===== src/rtl/lfsr_pkg.sv =====
// Shared mode constants and the maximal-length tap table for the LFSR family.
// Tap masks are in state-bit form: bit i set means state[i] participates.
`timescale 1ns/1ps
package lfsr_pkg;

    localparam bit FIB   = 1'b0;
    localparam bit GAL   = 1'b1;
    localparam bit DIR_R = 1'b1;
    localparam bit DIR_L = 1'b0;

    // Maximal-length masks, listed as (tap-1) bit positions of the classic tap tables
    function automatic logic [31:0] max_taps(input int width);
        logic [31:0] m;
        case (width)
            3:       m = 32'h0000_0006;
            4:       m = 32'h0000_000C;
            5:       m = 32'h0000_0014;
            6:       m = 32'h0000_0030;
            7:       m = 32'h0000_0060;
            8:       m = 32'h0000_00B8;
            9:       m = 32'h0000_0110;
            10:      m = 32'h0000_0240;
            11:      m = 32'h0000_0500;
            12:      m = 32'h0000_0829;
            13:      m = 32'h0000_100D;
            14:      m = 32'h0000_2015;
            15:      m = 32'h0000_6000;
            16:      m = 32'h0000_D008;
            17:      m = 32'h0001_2000;
            18:      m = 32'h0002_0400;
            19:      m = 32'h0004_0023;
            20:      m = 32'h0009_0000;
            21:      m = 32'h0014_0000;
            22:      m = 32'h0030_0000;
            23:      m = 32'h0042_0000;
            24:      m = 32'h00E1_0000;
            25:      m = 32'h0120_0000;
            26:      m = 32'h0200_0023;
            27:      m = 32'h0400_0013;
            28:      m = 32'h0900_0000;
            29:      m = 32'h1400_0000;
            30:      m = 32'h2000_0029;
            31:      m = 32'h4800_0000;
            32:      m = 32'h8020_0003;
            default: m = 32'h0000_0000;
        endcase
        return m;
    endfunction

endpackage


===== src/rtl/lfsr_next.sv =====
// Combinational LFSR step: current state -> next state and the serial bit it shifts out.
// Shared with the PRBS checker so both sides always agree on the polynomial form.
`timescale 1ns/1ps
module lfsr_next
    import lfsr_pkg::*;
#(
    parameter int              WIDTH       = 8,
    parameter logic [WIDTH-1:0] TAPS       = WIDTH'(max_taps(WIDTH)),
    parameter bit              GALOIS      = FIB,
    parameter bit              SHIFT_RIGHT = DIR_R
) (
    input  logic [WIDTH-1:0] state_i,
    output logic [WIDTH-1:0] next_o,
    output logic             bit_o
);

    generate
        if (GALOIS == GAL) begin : g_gal
            if (SHIFT_RIGHT == DIR_R) begin : g_right
                assign bit_o  = state_i[0];
                assign next_o = (state_i >> 1) ^ (state_i[0] ? TAPS : '0);
            end else begin : g_left
                assign bit_o  = state_i[WIDTH-1];
                assign next_o = (state_i << 1) ^ (state_i[WIDTH-1] ? TAPS : '0);
            end
        end else begin : g_fib
            logic fb;
            assign fb = ^(state_i & TAPS);
            if (SHIFT_RIGHT == DIR_R) begin : g_right
                assign bit_o  = state_i[0];
                assign next_o = {fb, state_i[WIDTH-1:1]};
            end else begin : g_left
                assign bit_o  = state_i[WIDTH-1];
                assign next_o = {state_i[WIDTH-2:0], fb};
            end
        end
    endgenerate

endmodule


===== src/rtl/lfsr_gen.sv =====
// Parametrised LFSR with enable, runtime load, all-zero lockup recovery and
// on-line period measurement against the most recent seed/load reference.
`timescale 1ns/1ps
module lfsr_gen
    import lfsr_pkg::*;
#(
    parameter int               WIDTH       = 8,
    parameter logic [WIDTH-1:0] TAPS        = WIDTH'(max_taps(WIDTH)),
    parameter logic [WIDTH-1:0] SEED        = WIDTH'(32'h49),
    parameter bit               GALOIS      = FIB,
    parameter bit               SHIFT_RIGHT = DIR_R
) (
    input  logic             clk,
    input  logic             reset,
    input  logic             en,
    input  logic             load,
    input  logic [WIDTH-1:0] load_val,
    output logic [WIDTH-1:0] lfsr_out,
    output logic             bit_out,
    output logic             lockup,
    output logic             wrap,
    output logic [WIDTH-1:0] period
);

    logic [WIDTH-1:0] state_q, state_d;
    logic [WIDTH-1:0] ref_q,   ref_d;
    logic [WIDTH-1:0] cnt_q,   cnt_d;
    logic [WIDTH-1:0] period_q, period_d;
    logic             lockup_q, lockup_d;
    logic             wrap_q,   wrap_d;
    logic [WIDTH-1:0] step_next;

    lfsr_next #(
        .WIDTH       (WIDTH),
        .TAPS        (TAPS),
        .GALOIS      (GALOIS),
        .SHIFT_RIGHT (SHIFT_RIGHT)
    ) u_next (
        .state_i (state_q),
        .next_o  (step_next),
        .bit_o   (bit_out)
    );

    always_comb begin
        state_d  = state_q;
        ref_d    = ref_q;
        cnt_d    = cnt_q;
        period_d = period_q;
        lockup_d = 1'b0;
        wrap_d   = 1'b0;
        if (load) begin
            state_d = load_val;
            ref_d   = load_val;
            cnt_d   = '0;
        end else if (en) begin
            if (state_q == '0) begin
                // The all-zero state is a fixed point; restart from SEED as a fresh measurement
                state_d  = SEED;
                ref_d    = SEED;
                cnt_d    = '0;
                lockup_d = 1'b1;
            end else begin
                state_d = step_next;
                if (step_next == ref_q) begin
                    wrap_d   = 1'b1;
                    period_d = cnt_q + WIDTH'(1);
                    cnt_d    = '0;
                end else if (cnt_q != '1) begin
                    cnt_d = cnt_q + WIDTH'(1);
                end
            end
        end
    end

    always_ff @(posedge clk or posedge reset) begin
        if (reset) begin
            state_q  <= SEED;
            ref_q    <= SEED;
            cnt_q    <= '0;
            period_q <= '0;
            lockup_q <= 1'b0;
            wrap_q   <= 1'b0;
        end else begin
            state_q  <= state_d;
            ref_q    <= ref_d;
            cnt_q    <= cnt_d;
            period_q <= period_d;
            lockup_q <= lockup_d;
            wrap_q   <= wrap_d;
        end
    end

    assign lfsr_out = state_q;
    assign lockup   = lockup_q;
    assign wrap     = wrap_q;
    assign period   = period_q;

endmodule

===== config.mk =====
export PLATFORM = sky130hd
export DESIGN_NAME = lfsr_gen
export DESIGN_NICKNAME = d
export VERILOG_FILES = /design/src/rtl/lfsr_pkg.sv /design/src/rtl/lfsr_next.sv /design/src/rtl/lfsr_gen.sv
export SDC_FILE = /design/constraint.sdc
export NUM_CORES = 1
export LEC_CHECK = 0
export ABC_CLOCK_PERIOD_IN_PS = 5700
export BUFFER_PORTS_ARGS = -buffer_cell sky130_fd_sc_hd__buf_4
export CAP_MARGIN = 10
export CELL_PAD_IN_SITES_DETAIL_PLACEMENT = 1
export CELL_PAD_IN_SITES_GLOBAL_PLACEMENT = 2
export CORE_MARGIN = 1.5
export CORE_UTILIZATION = 37
export CTS_CLUSTER_DIAMETER = 80
export DETAILED_ROUTE_END_ITERATION = 12
export PLACE_DENSITY_LB_ADDON = 0.1
export SLEW_MARGIN = 20
export SYNTH_ARGS = -nofsm -noshare
export SYNTH_HDL_FRONTEND = slang
export SYNTH_HIERARCHICAL = 1
export SYNTH_SLANG_ARGS = --single-unit

===== constraint.sdc =====
create_clock -name clk -period 5.7 [get_ports clk]
set_input_delay 1.14 -clock clk [delete_from_list [all_inputs] [get_ports clk]]
set_output_delay 1.14 -clock clk [all_outputs]
set_load 0.02 [all_outputs]

# Yosys cells after proc, flatten, opt, wreduce, memory -nomap -nowiden
# Cells that the tools add are included.
# op_classes
n_reduce_logical	8
bitwise	2
n_eq_ne	2
add_sub_neg	1
mux	18
# op_table
operator	n
two-way mux 8 bit	11
adder 8 x 1 -> 8 bit, second input constant	1
equality test 8 bit	1
logical NOT 8 bit	1
!= test 8 bit, second input constant	1
parity 8 bit	1
two-way mux 1 bit	7
AND reduction 2 bit	2
AND reduction 4 bit	1
nonzero test 2 bit	2
nonzero test 4 bit	1
inverter 1 bit	2
# word_totals
out_inout_bits	19
regBits	34
input_bits	12
word_cells	37

# Logic depth before layout (Yosys ltp)
# logic_depth
word_depth	6
ltp_mapped	8
ltp_nobuf	6

# Hierarchy
# The synthesis kept the hierarchy.
# by_module_without_submodules
module	area_each_um2	n_inst	cells_per_inst	seq_area_each_um2
lfsr_gen	1759.2	1	178	858.3
lfsr_next	93.8	1	12	0.0

# Worst setup path before layout
# OpenSTA, ideal clock, no wires.
# synth_timing
kind	reg-to-reg
start	register state_q[3] (netlist: lfsr_out[3])
end	register period_q[1] (netlist: period[1])
slack_ns	3.312
t_required_ns	5.575
setup_ns	0.125
arrival_ns	2.263
synth_period_minus_slack_ns	2.388
path_buffers	2
stages_incl_launch_ff	9
path_cell_list	dfstp_2 > xor2_1 > xnor2_1 > buf_4 > xnor2_1 > nand4_2 > or4_1 > buf_6 > mux2_4
# synth_via
elab_chain_len	3
elab_cells_between_ends	5
cone_classes	1 x eq/ne; 1 x bitwise; 3 x reduce/logical
# synth_rtl
element	line	rtl
start: declaration	lfsr_gen.sv:25	logic [WIDTH-1:0] state_q, state_d;
start signal: assignment	lfsr_gen.sv:84	state_q <= state_d;
parity 8 bit	lfsr_next.sv:28	assign fb = ^(state_i & TAPS);
via u_next.g_fib.fb	lfsr_next.sv:27	logic fb;
equality test 8 bit	lfsr_gen.sv:64	if (step_next == ref_q) begin
AND reduction 4 bit (no line)	n/a	
end signal: assignment	lfsr_gen.sv:87	period_q <= period_d;
end: declaration	lfsr_gen.sv:28	logic [WIDTH-1:0] period_q, period_d;
# The timed path passes the listed nets, and every way through them passes these cells.
# A chain may end at the register's enable or synchronous reset.

# Worst setup path in the final report
# layout_timing
start	register state_q[3] (netlist: lfsr_out[3])
end	register period_q[7] (netlist: period[7])
# layout_via
elab_chain_len	3
elab_cells_between_ends	5
cone_classes	1 x eq/ne; 1 x bitwise; 3 x reduce/logical
# layout_rtl
element	line	rtl
parity 8 bit	lfsr_next.sv:28	
via step_next[7]	lfsr_gen.sv:31	logic [WIDTH-1:0] step_next;
equality test 8 bit	lfsr_gen.sv:64	
AND reduction 4 bit (no line)	n/a	
# The timed path passes the listed nets, and every way through them passes these cells.

==> flow_metrics.env <==
export IMPL_yosys_top_cells_area="dfrtp_1 38%, dfstp_2 8.5%, mux2_4 5.7%"
export IMPL_async_flop_share=1.00
export IMPL_fmax_mhz=382
export IMPL_maxSlewViolCount=0
export IMPL_postCtsSetupRepairBufs=0
export IMPL_area_growth_pct=16.0
export IMPL_gp_congestion=0.777
export IMPL_critPathMaxStageDelay_ps=790
export IMPL_cp_end_kind="flip-flop"
export IMPL_r2r_slack_ps=3080
export IMPL_clock_tree_root_cell="clkbuf_8"
export IMPL_drtPass1Iterations=4
export IMPL_clock_sinks=34
export IMPL_antenna_cells=0
export IMPL_design_area_um2=2150
export IMPL_core_area_um2=4790
export IMPL_cts_buffers=5
export IMPL_synth_seq_cells=34
export IMPL_cts_resized=0
export IMPL_synth_area_leader_cell="dfrtp_1"
export IMPL_required_ps=5870
export IMPL_vias=1463
export IMPL_p_leak_nw=0.987
export IMPL_die_area_um2=5440
export IMPL_synthFlopType="dfrtp_1"
export IMPL_ys_types=37
export IMPL_cts_tree="yes"
export IMPL_crit_path_cell_trace="xor2_1, xnor2_1, xnor2_1, nand4_2, or4_1, mux2_4"
export IMPL_grt_pass1_vias=1572
export IMPL_cts_max_path_buffers=2
export IMPL_fin_crit_ps=2620
export IMPL_arrival_ps=2790
export IMPL_synth_seq_area_share=0.463
export IMPL_hold_buffers=0
export IMPL_setup_violations=0
export IMPL_dpl_instance_area_um2=2050
export IMPL_p_comb_frac=0.168
export IMPL_avgRoutedWirePerCell_um=15.5
export IMPL_antenna_found_initial=0
export IMPL_insertion_delay_ps=290
export IMPL_dpl_hpwl_mm=3.16
export IMPL_crit_fanout=8
export IMPL_synth_edff_count=0
export IMPL_worstSetupStartpointType="flip-flop"
export IMPL_peakVddDrop_v=0.000143
export IMPL_power_per_cell_area_nw_per_um2=261
export IMPL_tns_ps=0
export IMPL_die_h_um=73.8
export IMPL_grt_max_degree=35
export IMPL_cts_htree_levels=2
export IMPL_yosysWarnings=6
export IMPL_start_util=0.387
export IMPL_worstMarginPinSlew_ps=623
export IMPL_p_sw_uw=164
export IMPL_finalNetCount=222
export IMPL_seqPwrFrac=0.497
export IMPL_outcome="complete, no violations"
export IMPL_hold_path_class="reg2reg"
export IMPL_yosys_cell_count_top_type="dfrtp_1"
export IMPL_cp_slowest_cell="or4_1"
export IMPL_synth_top_cell_area_share=0.378
export IMPL_wirelength_mm=4.30
export IMPL_rows=25
export IMPL_power_switching_share=0.292
export IMPL_path_clk_slew_ps=70
export IMPL_crit_type="reg2reg"
export IMPL_clock_skew_final_ps=8.67
export IMPL_hold_viol_final=0
export IMPL_ioPinCount=31
export IMPL_drc_errors=0
export IMPL_syn_cell_area_um2=1850
export IMPL_cp_common_cell="xnor2_1"
export IMPL_overflow=0
export IMPL_ant_nets=0
export IMPL_synth_commonest_cells="28 x dfrtp_1, 20 x o21ai_0, 19 x nand2_1, 12 x inv_1, 12 x xnor2_1"
export IMPL_p_int_uw=397
export IMPL_drt_iter0_drc=92
export IMPL_portBuffers=30
export IMPL_syn_avg_cell_area_um2=9.75
export IMPL_relSlewSlack=0.583
export IMPL_syn_nets=203
export IMPL_rsz0062_at_grt="no"
export IMPL_power_frac_clock=0.335
export IMPL_viasPerCell=5.28
export IMPL_layout_drive_gt1_share=0.271
export IMPL_drv_cap=0
export IMPL_syn_inst=190
export IMPL_post_route_period_util=0.460
export IMPL_grt_pass1_wl_mm=7.45
export IMPL_grt_use_total=0.182
export IMPL_die_w_um=73.8
[metrics by stage]
stage	instances	utilization	hold slack, ps	total power, mW	worst slack (ps)
3_5_place_dp	269	0.429	504	0.379	3030
3_3_place_gp	269	0.429	499	0.376	3070
4_1_cts	277	0.449	527	0.567	3070
2_1_floorplan	190	-	488	0.355	3310
6_report	277	0.449	525	0.561	3080
5_1_grt	277	0.449	546	0.590	2910
[power by group through the flow]
stage	logic, mW	clock network [mW]	registers, mW
after floorplan	0.0706	0	0.284
after global placement	0.0927	0	0.283
final	0.0942	0.188	0.279
after global routing	0.105	0.202	0.282
after CTS	0.0959	0.192	0.279
after detailed placement	0.0950	0	0.284
[path summary, 6_finish.rpt]
path | from | end | cells past startpoint
hold reg to reg | period[2]$_DFFE_PP0P_ | period[2]$_DFFE_PP0P_ | 1
setup reg to reg | lfsr_out[3]$_DFFE_PP1P_ | period[7]$_DFFE_PP0P_ | 6
hold / removal | period[2]$_DFFE_PP0P_ | period[2]$_DFFE_PP0P_ | 1
min in group asynchronous | reset | wrap$_DFF_PP0_ | 3
setup / recovery | lfsr_out[3]$_DFFE_PP1P_ | period[7]$_DFFE_PP0P_ | 6
max in group asynchronous | reset | ref_q[6]$_DFFE_PP1P_ | 3
[cell type report]
class                   count  area, um2
repair buffers             31        233
fillers                   563       2640
flip-flops and latches     34        858
well taps                  67       83.8
clock inverters             2       12.5
multi-input cells         125        835
clock buffers               6       82.6
inverters                  12       45.0
[layout by cell type (no fill, tap or decap), types with 2 or more instances in the layout]
master	n
mux2_4	7
or4_1	3
mux2i_1	3
a21oi_1	6
clkbuf_8	6
nand3_1	5
dfrtp_1	28
a22oi_1	5
o221ai_1	2
buf_4	31
nand4_1	3
nand2_1	19
nor2_1	9
and3_1	4
o22ai_1	3
dfstp_2	6
nor4_1	4
inv_1	12
nor3_1	3
o21ai_0	20
xnor2_1	12
xor2_1	4
[critical path: cells and delay by family, from the launching register on]
kind,cells,cell delay [ps]
DFF,1,610
muxes,1,380
xor gates and xnor gates,3,540
and+or+nand+nor,2,950
[cell families after synthesis]
logic type	share of synthesized area
buf+inv	0.0864
simple gates	0.148
flops	0.463
xor+xnor	0.0844
compound gates	0.138
mux	0.0729
fa+ha+maj	0.00675
[flip-flops by register name, summed over array words and instances, names as in the netlist]
signal,count
wrap,1
cnt_q,8
lockup,1
lfsr_out,8
ref_q,8
period,8
[per-layer routing]
layer  vias up  track usage  wire, um
li1        693            -         -
met3         7       0.0453       150
met1       736        0.207      1840
met4         0       0.0658        61
met5         -            0         0
met2        27        0.326      2250
Note: power is estimated with default switching activity, not from simulation.
